**src/rtl/lift_req_queue_if.sv**
```systemverilog
// lift_req_queue_if: button-encoder / lift-FSM handshake bundle for the request queue
interface lift_req_queue_if;
  logic       btn_valid;
  logic [2:0] btn_code;
  logic       lift_done;
  logic [2:0] req_code;
  logic       q_empty;
  logic [3:0] count;
  logic       drop;
  modport master (
    output btn_valid, btn_code, lift_done,
    input  req_code, q_empty, count, drop
  );
  modport slave (
    input  btn_valid, btn_code, lift_done,
    output req_code, q_empty, count, drop
  );
endinterface

```
**src/rtl/lift_req_queue.sv**
```systemverilog
// lift_req_queue: in-order, de-duplicating hall-call buffer feeding the lift FSM
module lift_req_queue #(
  parameter int DEPTH = 4,
  parameter int CW    = 3
) (
  input logic          clk,
  input logic          rst_n,
  lift_req_queue_if.slave bus
);
  localparam int         AW   = $clog2(DEPTH);
  localparam logic [3:0] FULL = 4'(DEPTH);

  logic [CW-1:0] mem_q [DEPTH];
  logic [AW-1:0] wr_ptr_q, wr_ptr_d, rd_ptr_q, rd_ptr_d;
  logic [3:0]    count_q, count_d;
  logic [5:0]    pend_q, pend_d;
  logic          drop_q, drop_d;
  logic [CW-1:0] head;
  logic          pop, push, legal, dup, full;

  // Legal codes 1,2,3,4,6,7 are packed onto pending bits 0..5
  function automatic logic [2:0] pidx(input logic [CW-1:0] c);
    return (c == 3'd1) ? 3'd0 :
           (c == 3'd2) ? 3'd1 :
           (c == 3'd3) ? 3'd2 :
           (c == 3'd4) ? 3'd3 :
           (c == 3'd6) ? 3'd4 : 3'd5;
  endfunction

  // Accept/retire decisions; a code being popped this cycle may be re-queued
  always_comb begin
    head  = mem_q[rd_ptr_q];
    pop   = bus.lift_done && (count_q != 4'd0);
    legal = (bus.btn_code != 3'd0) && (bus.btn_code != 3'd5);
    dup   = pend_q[pidx(bus.btn_code)] && !(pop && head == bus.btn_code);
    full  = (count_q == FULL) && !pop;
    push  = bus.btn_valid && legal && !dup && !full;
  end

  // Next state; pending set is applied after clear so re-queueing the head keeps its bit
  always_comb begin
    wr_ptr_d = push ? wr_ptr_q + AW'(1) : wr_ptr_q;
    rd_ptr_d = pop ? rd_ptr_q + AW'(1) : rd_ptr_q;
    count_d  = count_q + 4'(push) - 4'(pop);
    drop_d   = bus.btn_valid && !push;
    pend_d   = pend_q;
    if (pop)
      pend_d[pidx(head)] = 1'b0;
    if (push)
      pend_d[pidx(bus.btn_code)] = 1'b1;
  end

  // Control state, cleared asynchronously so a reset discards everything at once
  always_ff @(posedge clk or negedge rst_n) begin
    if (!rst_n) begin
      wr_ptr_q <= '0;
      rd_ptr_q <= '0;
      count_q  <= '0;
      pend_q   <= '0;
      drop_q   <= 1'b0;
    end else begin
      wr_ptr_q <= wr_ptr_d;
      rd_ptr_q <= rd_ptr_d;
      count_q  <= count_d;
      pend_q   <= pend_d;
      drop_q   <= drop_d;
    end
  end

  // Entry storage; contents are only meaningful below count so no reset is needed
  always_ff @(posedge clk) begin
    if (push)
      mem_q[wr_ptr_q] <= bus.btn_code;
  end

  // Outputs come from registered state only
  always_comb begin
    bus.req_code = (count_q != 4'd0) ? head : '0;
    bus.q_empty  = (count_q == 4'd0);
    bus.count    = count_q;
    bus.drop     = drop_q;
  end
endmodule

```
**src/flat_wrapper.sv**
```systemverilog
// flat-port wrapper written by rule: the top's interface ports become plain ports
module lift_req_queue_flat 
#(
  parameter int DEPTH = 4,
  parameter int CW    = 3
)
  (clk, rst_n, bus_btn_valid, bus_btn_code, bus_lift_done, bus_req_code, bus_q_empty, bus_count, bus_drop);
  lift_req_queue_if bus_i ();
  input logic clk;
  input logic rst_n;
  input wire logic [$bits(bus_i.btn_valid)-1:0] bus_btn_valid;
  input wire logic [$bits(bus_i.btn_code)-1:0] bus_btn_code;
  input wire logic [$bits(bus_i.lift_done)-1:0] bus_lift_done;
  output wire logic [$bits(bus_i.req_code)-1:0] bus_req_code;
  output wire logic [$bits(bus_i.q_empty)-1:0] bus_q_empty;
  output wire logic [$bits(bus_i.count)-1:0] bus_count;
  output wire logic [$bits(bus_i.drop)-1:0] bus_drop;
  assign bus_i.btn_valid = bus_btn_valid;
  assign bus_i.btn_code = bus_btn_code;
  assign bus_i.lift_done = bus_lift_done;
  assign bus_req_code = bus_i.req_code;
  assign bus_q_empty = bus_i.q_empty;
  assign bus_count = bus_i.count;
  assign bus_drop = bus_i.drop;
  lift_req_queue #(.DEPTH(DEPTH), .CW(CW)) u_core (.clk(clk), .rst_n(rst_n), .bus(bus_i));
endmodule
```
**config.mk**
```make
export PLATFORM = sky130hd
export DESIGN_NAME = lift_req_queue_flat
export DESIGN_NICKNAME = d
export VERILOG_FILES = /design/src/rtl/lift_req_queue_if.sv /design/src/rtl/lift_req_queue.sv /design/src/flat_wrapper.sv
export SDC_FILE = /design/constraint.sdc
export NUM_CORES = 1
export LEC_CHECK = 0
export ABC_AREA = 1
export ABC_CLOCK_PERIOD_IN_PS = 3300
export CORE_UTILIZATION = 30
export CTS_CLUSTER_DIAMETER = 100
export DETAILED_ROUTE_END_ITERATION = 10
export GPL_TIMING_DRIVEN = 0
export PLACE_DENSITY = 0.44
export SKIP_LAST_GASP = 1
export SLEW_MARGIN = 20
export SYNTH_ARGS = -nofsm -noshare
export SYNTH_HDL_FRONTEND = slang
export SYNTH_SLANG_ARGS = --single-unit
```
**constraint.sdc**
```tcl
create_clock -name clk -period 3.3 [get_ports clk]
set_clock_uncertainty 0.15 [all_clocks]
set_input_delay 0.66 -clock clk [delete_from_list [all_inputs] [get_ports clk]]
set_output_delay 0.66 -clock clk [all_outputs]
set_load 0.01 [all_outputs]
```
Yosys cells after proc, flatten, opt, wreduce, memory -nomap -nowiden
Memory sizes are Yosys's and may differ from the RTL's.
Cells that the tools add are included.
{"block": "op_classes", "addsub": 4, "magnitude_cmp": 4, "n_eq_ne": 13, "mux": 21, "bitwise": 3, "reduce_logical": 19}
{"op": "$mux W3", "count": 9}
{"op": "$eq A3 B2 Y1 const B", "count": 4}
{"op": "$eq A3 B3 Y1 const B", "count": 4}
{"op": "$mux W6", "count": 2}
{"op": "$logic_and A1 B1 Y1", "count": 11}
{"op": "$lt A3 B4 Y1 const B", "count": 2}
{"op": "$mux W1", "count": 7}
{"op": "$and A6 B6 Y6", "count": 1}
{"op": "$demux W1 S3", "count": 2}
{"op": "$eq A3 B1 Y1 const B", "count": 2}
{"op": "$ge A3 B1 Y1 const B", "count": 2}
{"op": "$not A6 Y6", "count": 1}
{"op": "$or A6 B6 Y6", "count": 1}
{"op": "$logic_not A1 Y1", "count": 5}
{"op": "$add A2 B1 Y2 const B", "count": 2}
{"op": "$add A4 B1 Y4", "count": 1}
{"op": "$eq A4 B3 Y1 const B", "count": 1}
{"op": "$logic_not A4 Y1", "count": 1}
{"op": "$reduce_bool A4 Y1", "count": 1}
{"op": "$sub A4 B1 Y4", "count": 1}
{"op": "$bmux W1 S3", "count": 1}
{"op": "$eq A3 B3 Y1", "count": 1}
{"op": "$ne A3 B3 Y1 const B", "count": 1}
{"op": "$reduce_bool A3 Y1", "count": 1}
{"block": "word_totals", "register_bits": 15, "mem_bits_rw": 12, "inputBits": 7, "output_inout_bits": 9, "elab_cells": 70, "n_memories": 1}
{"memory": "u_core.mem_q", "depth": 4, "word_bits": 3, "rd": 1, "rd_clocked_by_memory_dff": 0, "wr": 1, "line_no": "lift_req_queue.sv:13", "text": "logic [CW-1:0] mem_q [DEPTH];"}

Logic depth before layout (Yosys ltp)
An unclocked memory read counts as a cell.
{"block": "depth", "ltp_word": 16, "ltp_mapped": 16}

Least setup slack after synthesis
OpenSTA, ideal clock, no wires.
{"block": "synth_timing", "path_type": "register -> register", "from": "reg u_core.count_q[2] (netlist: u_core.bus.count[2])", "to": "reg u_core.count_q[2] (netlist: u_core.bus.count[2])", "setup_time_ns": 0.123, "t_arrival_ns": 2.220, "required_time_ns": 3.027, "setup_slack_ns": 0.808, "stages_incl_launch_ff": 13, "cell_sequence": "dfrtp_1 -> inv_1 -> ha_1 -> nor3b_4 -> nor2_4 -> o21ai_0 -> nor2_2 -> nand2_4 -> inv_2 -> ha_1 -> inv_1 -> fa_1 -> xnor2_1"}
{"block": "synth_via", "elab_chain_len": 10, "elab_cells_between_ends": 14, "cone_classes": "2 x add/sub; 1 x eq/ne; 11 x reduce/logical"}
{"element": "start, declared", "line_no": "lift_req_queue.sv:15", "text": "logic [3:0] count_q, count_d;"}
{"element": "start signal, assigned", "line_no": "lift_req_queue.sv:64", "text": "count_q <= count_d;"}
{"element": "$reduce_bool A4 Y1 *", "line_no": "lift_req_queue.sv:33", "text": "pop = bus.lift_done && (count_q != 4'd0);"}
{"element": "$logic_and A1 B1 Y1 *", "line_no": "lift_req_queue.sv:33"}
{"element": "net u_core.pop", "line_no": "lift_req_queue.sv:19", "text": "logic pop, push, legal, dup, full;"}
{"element": "$logic_and A1 B1 Y1", "line_no": "lift_req_queue.sv:35", "text": "dup = pend_q[pidx(bus.btn_code)] && !(pop && head == bus.btn_code);"}
{"element": "$logic_not A1 Y1", "line_no": "lift_req_queue.sv:35"}
{"element": "$logic_and A1 B1 Y1", "line_no": "lift_req_queue.sv:35"}
{"element": "$logic_not A1 Y1", "line_no": "lift_req_queue.sv:37", "text": "push = bus.btn_valid && legal && !dup && !full;"}
{"element": "$logic_and A1 B1 Y1 (2 in a row)", "line_no": "lift_req_queue.sv:37"}
{"element": "$add A4 B1 Y4", "line_no": "lift_req_queue.sv:44", "text": "count_d = count_q + 4'(push) - 4'(pop);"}
{"element": "$sub A4 B1 Y4 *", "line_no": "lift_req_queue.sv:44"}
{"element": "net u_core.count_d[2]", "line_no": "lift_req_queue.sv:15"}
Mark *: on every way through the listed nets, which the timed path passes. The rest lies on a longest branch.
A chain may end at the register's enable or synchronous reset.

Worst setup path in the final report
{"block": "layout_timing", "from": "in bus_btn_code[0]", "to": "reg u_core.count_q[1] (netlist: u_core.bus.count[1])"}
{"block": "layout_via", "elab_chain_len": 14, "elab_cells_between_ends": 25, "cone_classes": "2 x add/sub; 7 x eq/ne; 7 x mux; 9 x reduce/logical"}
{"element": "start, declared", "line_no": "flat_wrapper.sv:12", "text": "input wire logic [$bits(bus_i.btn_code)-1:0] bus_btn_code;"}
{"element": "$eq A3 B3 Y1", "line_no": "lift_req_queue.sv:27", "text": "(c == 3'd6) ? 3'd4 : 3'd5;"}
{"element": "$mux W1", "line_no": "lift_req_queue.sv:27"}
{"element": "$mux W3", "line_no": "lift_req_queue.sv:26", "text": "(c == 3'd4) ? 3'd3 :"}
{"element": "$mux W3", "line_no": "lift_req_queue.sv:25", "text": "(c == 3'd3) ? 3'd2 :"}
{"element": "$mux W3", "line_no": "lift_req_queue.sv:24", "text": "(c == 3'd2) ? 3'd1 :"}
{"element": "$mux W3", "line_no": "lift_req_queue.sv:23", "text": "return (c == 3'd1) ? 3'd0 :"}
{"element": "$bmux W1 S3", "line_no": "lift_req_queue.sv:35"}
{"element": "$mux W1 (not written as such)", "line_no": "lift_req_queue.sv:35"}
{"element": "$logic_and A1 B1 Y1", "line_no": "lift_req_queue.sv:35"}
{"element": "$logic_not A1 Y1", "line_no": "lift_req_queue.sv:37"}
{"element": "$logic_and A1 B1 Y1 * (2 in a row)", "line_no": "lift_req_queue.sv:37"}
{"element": "$add A4 B1 Y4 *", "line_no": "lift_req_queue.sv:44"}
{"element": "$sub A4 B1 Y4 *", "line_no": "lift_req_queue.sv:44"}
{"element": "net u_core.count_d[1]", "line_no": "lift_req_queue.sv:15"}
Mark *: on every way through the listed nets, which the timed path passes. The rest lies on a longest branch. The select of a mux whose other input is x is not followed.

==> impl_metrics.py <==
metrics = {
    "outcome": {
        "status": "completed",
    },
    "sta": {
        "worst_slew_pin_slew_ns": 0.726,
        "period_needed_ns": 3.12,
        "final_min_period_over_clock_period_pct": 94.5,
        "grt_setup_unrepaired": "no",
        "setup_viol": 0,
        "max_freq_ghz": 0.321,
        "post-route-worst-setup-slack_ns": 0.181,
        "timing.final.hold_violations": 0,
        "timing_max_transition_violations_final": 0,
        "timing.slew.headroom_pct": 51.5,
    },
    "power_and_ir_drop": {
        "switching_share_pct": 41.5,
        "power.net_switching_mw": 0.643,
        "combPwrFrac_pct": 52.7,
        "power.density_nw_per_um2": 833,
        "intPower_mw": 0.905,
        "leak_pwr_nw": 0.885,
        "seq_power_share_pct": 35.3,
        "peakVddDrop_mv": 0.331,
        "clock_power_share_pct": 11.9,
    },
    "setup_path": {
        "ff2ff_path_depth": 12,
        "r2r_startpoint": "u_core.bus.count[2]",
        "critical_path_class": "in2reg",
        "cp_data_arrival_time_ns": 3.14,
        "startpoint": "bus_btn_code[0]",
        "kind_of_start_point_of_the_critical_path": "primary input",
        "endpoint_kind": "flop",
        "critPathMaxFanout": 10,
        "cp_data_required_time_ns": 3.32,
    },
    "placement": {
        "place_hpwl_mm": 2.48,
        "place_worst_setup_slack_ns": -0.145,
        "count_of_buffers_from_port_buffering": 15,
        "gp_routability_congestion": 0.813,
        "detailed_place.area_um2": 1810,
    },
    "grt": {
        "antenna_found_initial": 0,
        "overflow": 0,
        "grtUsageTotal_pct": 13.4,
        "largest_net_degree_at_the_start_of_global_routing": 16,
        "first_global_vias": 1224,
        "grt_first_pass_wirelength_mm": 5.51,
    },
    "clock_network": {
        "cts-root-buf": "sky130_fd_sc_hd__clkbuf_8",
        "clkLatencyLatePin_ns": 0.27,
        "clock_tree.htree_level_count": 1,
        "cts.sink_count": 27,
        "tritoncts.num_buffers": 3,
        "tritoncts": "done",
        "cts_buffer_depth": 2,
        "cts-hold-fix-buffers": 0,
        "cts.clk_slew.worst_paths_ns": 0.09,
    },
    "final_layout": {
        "final_layout_size_suffix_gt1_share_pct": 9.45,
        "layout_commonest_cell": "sky130_fd_sc_hd__nand2_1",
        "layout.cells.most_common_list": "sky130_fd_sc_hd__nand2_1, sky130_fd_sc_hd__inv_1, sky130_fd_sc_hd__nand3_1",
        "num_antenna_cells": 0,
        "area_delta_synth_final_pct": 18.0,
        "nets": 220,
        "final_design_area_no_fill_um2": 1860,
    },
    "routing": {
        "number_of_detailed_route_iterations_in_the_first_pass": 4,
        "route.antenna.remaining_nets": 0,
        "drc": 0,
        "drt-wirelength-per-cell_um": 12.0,
        "drt_iter0_markers": 62,
        "avgViaCountPerCell": 4.46,
        "routed-via-count": 1196,
        "route.final.wire_length_mm": 3.21,
    },
    "synthesis": {
        "synthesis.nets": 200,
        "ys_async_sr_fraction_pct": 55.6,
        "ys_seq_area_share_pct": 46.7,
        "postSynthAreaPerCell_um2": 8.65,
        "synth.lib_cells_used.distinct": 25,
        "postSynthRegisterBits": 27,
        "dominantRegCellSynth": "sky130_fd_sc_hd__dfrtp_1",
        "mappedNetlistArea_um2": 1570,
        "synth-edff-count": 12,
        "yosysWarningCount": 0,
        "post_synth_inst_count": 182,
    },
    "die": {
        "fp.dieH_um": 74.4,
        "fp-row-count": 25,
        "floorplan.io_pins": 16,
        "core_area_um2": 4880,
        "starting_density_pct": 32.3,
        "fp.dieArea_um2": 5540,
        "die-width_um": 74.4,
    },
    "flow_run": {
        "drv.max_cap_violation_count": 0,
    },
    "hold_path": {
        "timing.hold.worst.class": "reg2reg",
        "hold_depth": 2,
        "hp-start": "u_core.pend_q[5]",
    },
}
## metrics by stage
step	setup TNS, ns	hold WS, ns	instances	total power, mW	util (%)
6_report	0	0.358	268	1.55	38.1
4_1_cts	0	0.359	268	1.57	38.0
2_1_floorplan	0	0.214	182	1.11	-
3_3_place_gp	-0.275	0.327	264	1.37	37.1
3_5_place_dp	-0.287	0.336	264	1.38	37.1
5_1_grt	0	0.384	268	1.70	38.1
## logic make-up (layout without fill, tap and decap cells)
kind of cell / Yosys count / count (layout) / share of synthesized area (%)
AND/OR/NAND/NOR: 104 / 104 / 31.5
flip-flops: 27 / 27 / 46.7
buffers and inverters: 27 / 46 / 7.39
adder cells (fa/ha/maj): 11 / 11 / 9.22
AO/OA/AOI/OAI: 10 / 10 / 3.50
XOR/XNOR: 3 / 3 / 1.67
## metal layers
metal / vias up / track usage [%] / wire length (µm)
met5: - / 0 / 0
met4: 0 / 4.82 / 34
met3: 4 / 3.25 / 110
met2: 20 / 22.1 / 1480
met1: 546 / 17.1 / 1590
li1: 626 / - / -
## worst max-delay path, stage by stage
cell                              delay, ns
sky130_fd_sc_hd__clkdlybuf4s50_1       0.72
sky130_fd_sc_hd__inv_2                 0.12
sky130_fd_sc_hd__nand3_1               0.12
sky130_fd_sc_hd__nand2_1               0.13
sky130_fd_sc_hd__nor3_2                0.15
sky130_fd_sc_hd__inv_1                 0.07
sky130_fd_sc_hd__nand2_1               0.08
sky130_fd_sc_hd__nand2_2               0.06
sky130_fd_sc_hd__nand2_4               0.12
sky130_fd_sc_hd__nand2_4               0.09
sky130_fd_sc_hd__inv_2                 0.09
sky130_fd_sc_hd__ha_1                  0.16
sky130_fd_sc_hd__inv_1                 0.06
sky130_fd_sc_hd__fa_1                  0.48
sky130_fd_sc_hd__inv_1                 0.04
## synthesized netlist by cell type, types with 4 or more instances
master                     count  share of area (%)
sky130_fd_sc_hd__nand2_1      50                 12
sky130_fd_sc_hd__nand2_2       4                1.6
sky130_fd_sc_hd__nand3_1      22                7.0
sky130_fd_sc_hd__inv_1        23                5.5
sky130_fd_sc_hd__edfxtp_1     12                 23
sky130_fd_sc_hd__a21oi_1       4                1.3
sky130_fd_sc_hd__o21ai_0       4                1.3
sky130_fd_sc_hd__nor2_1       16                3.8
sky130_fd_sc_hd__dfrtp_1      15                 24
sky130_fd_sc_hd__ha_1         10                7.9
## registers in the layout, indices dropped and copies added, names as in the netlist
signal and count:
u_core.wr_ptr_q 2, u_core.mem_q 12, u_core.rd_ptr_q 2, u_core.bus.drop 1
u_core.pend_q 6, u_core.bus.count 4
## worst paths after layout
path                                        to  slack, ns
setup / recovery           u_core.bus.count[1]       0.18
hold / removal                u_core.pend_q[5]       0.36
setup reg to reg           u_core.bus.count[1]       0.56
hold reg to reg               u_core.pend_q[5]       0.36
max in group asynchronous  u_core.bus.count[0]       1.88
min in group asynchronous   u_core.rd_ptr_q[0]       0.66
## what timing repair did
action / CTS / global route
resized for setup: 0 / 2
setup endpoints to repair: 0 / 2
buffers inserted: 0 / 0
## power groups by stage
stage	Clock [mW]	Combinational, mW	Sequential (mW)
after floorplan	0	0.558	0.550
after global placement	0	0.819	0.555
after detailed placement	0	0.826	0.555
after CTS	0.197	0.829	0.548
after global routing	0.210	0.926	0.565
final	0.185	0.817	0.547
## layout make-up
cell class	count	area, µm²
plain buffers	1	11.3
clock buffers	4	45.0
fillers	514	3020
inverters	26	105
multi-input cells	128	722
flip-flops and latches	27	736
well taps	67	83.8
repair buffers	15	155
Note: power is estimated with default switching activity, not from simulation.
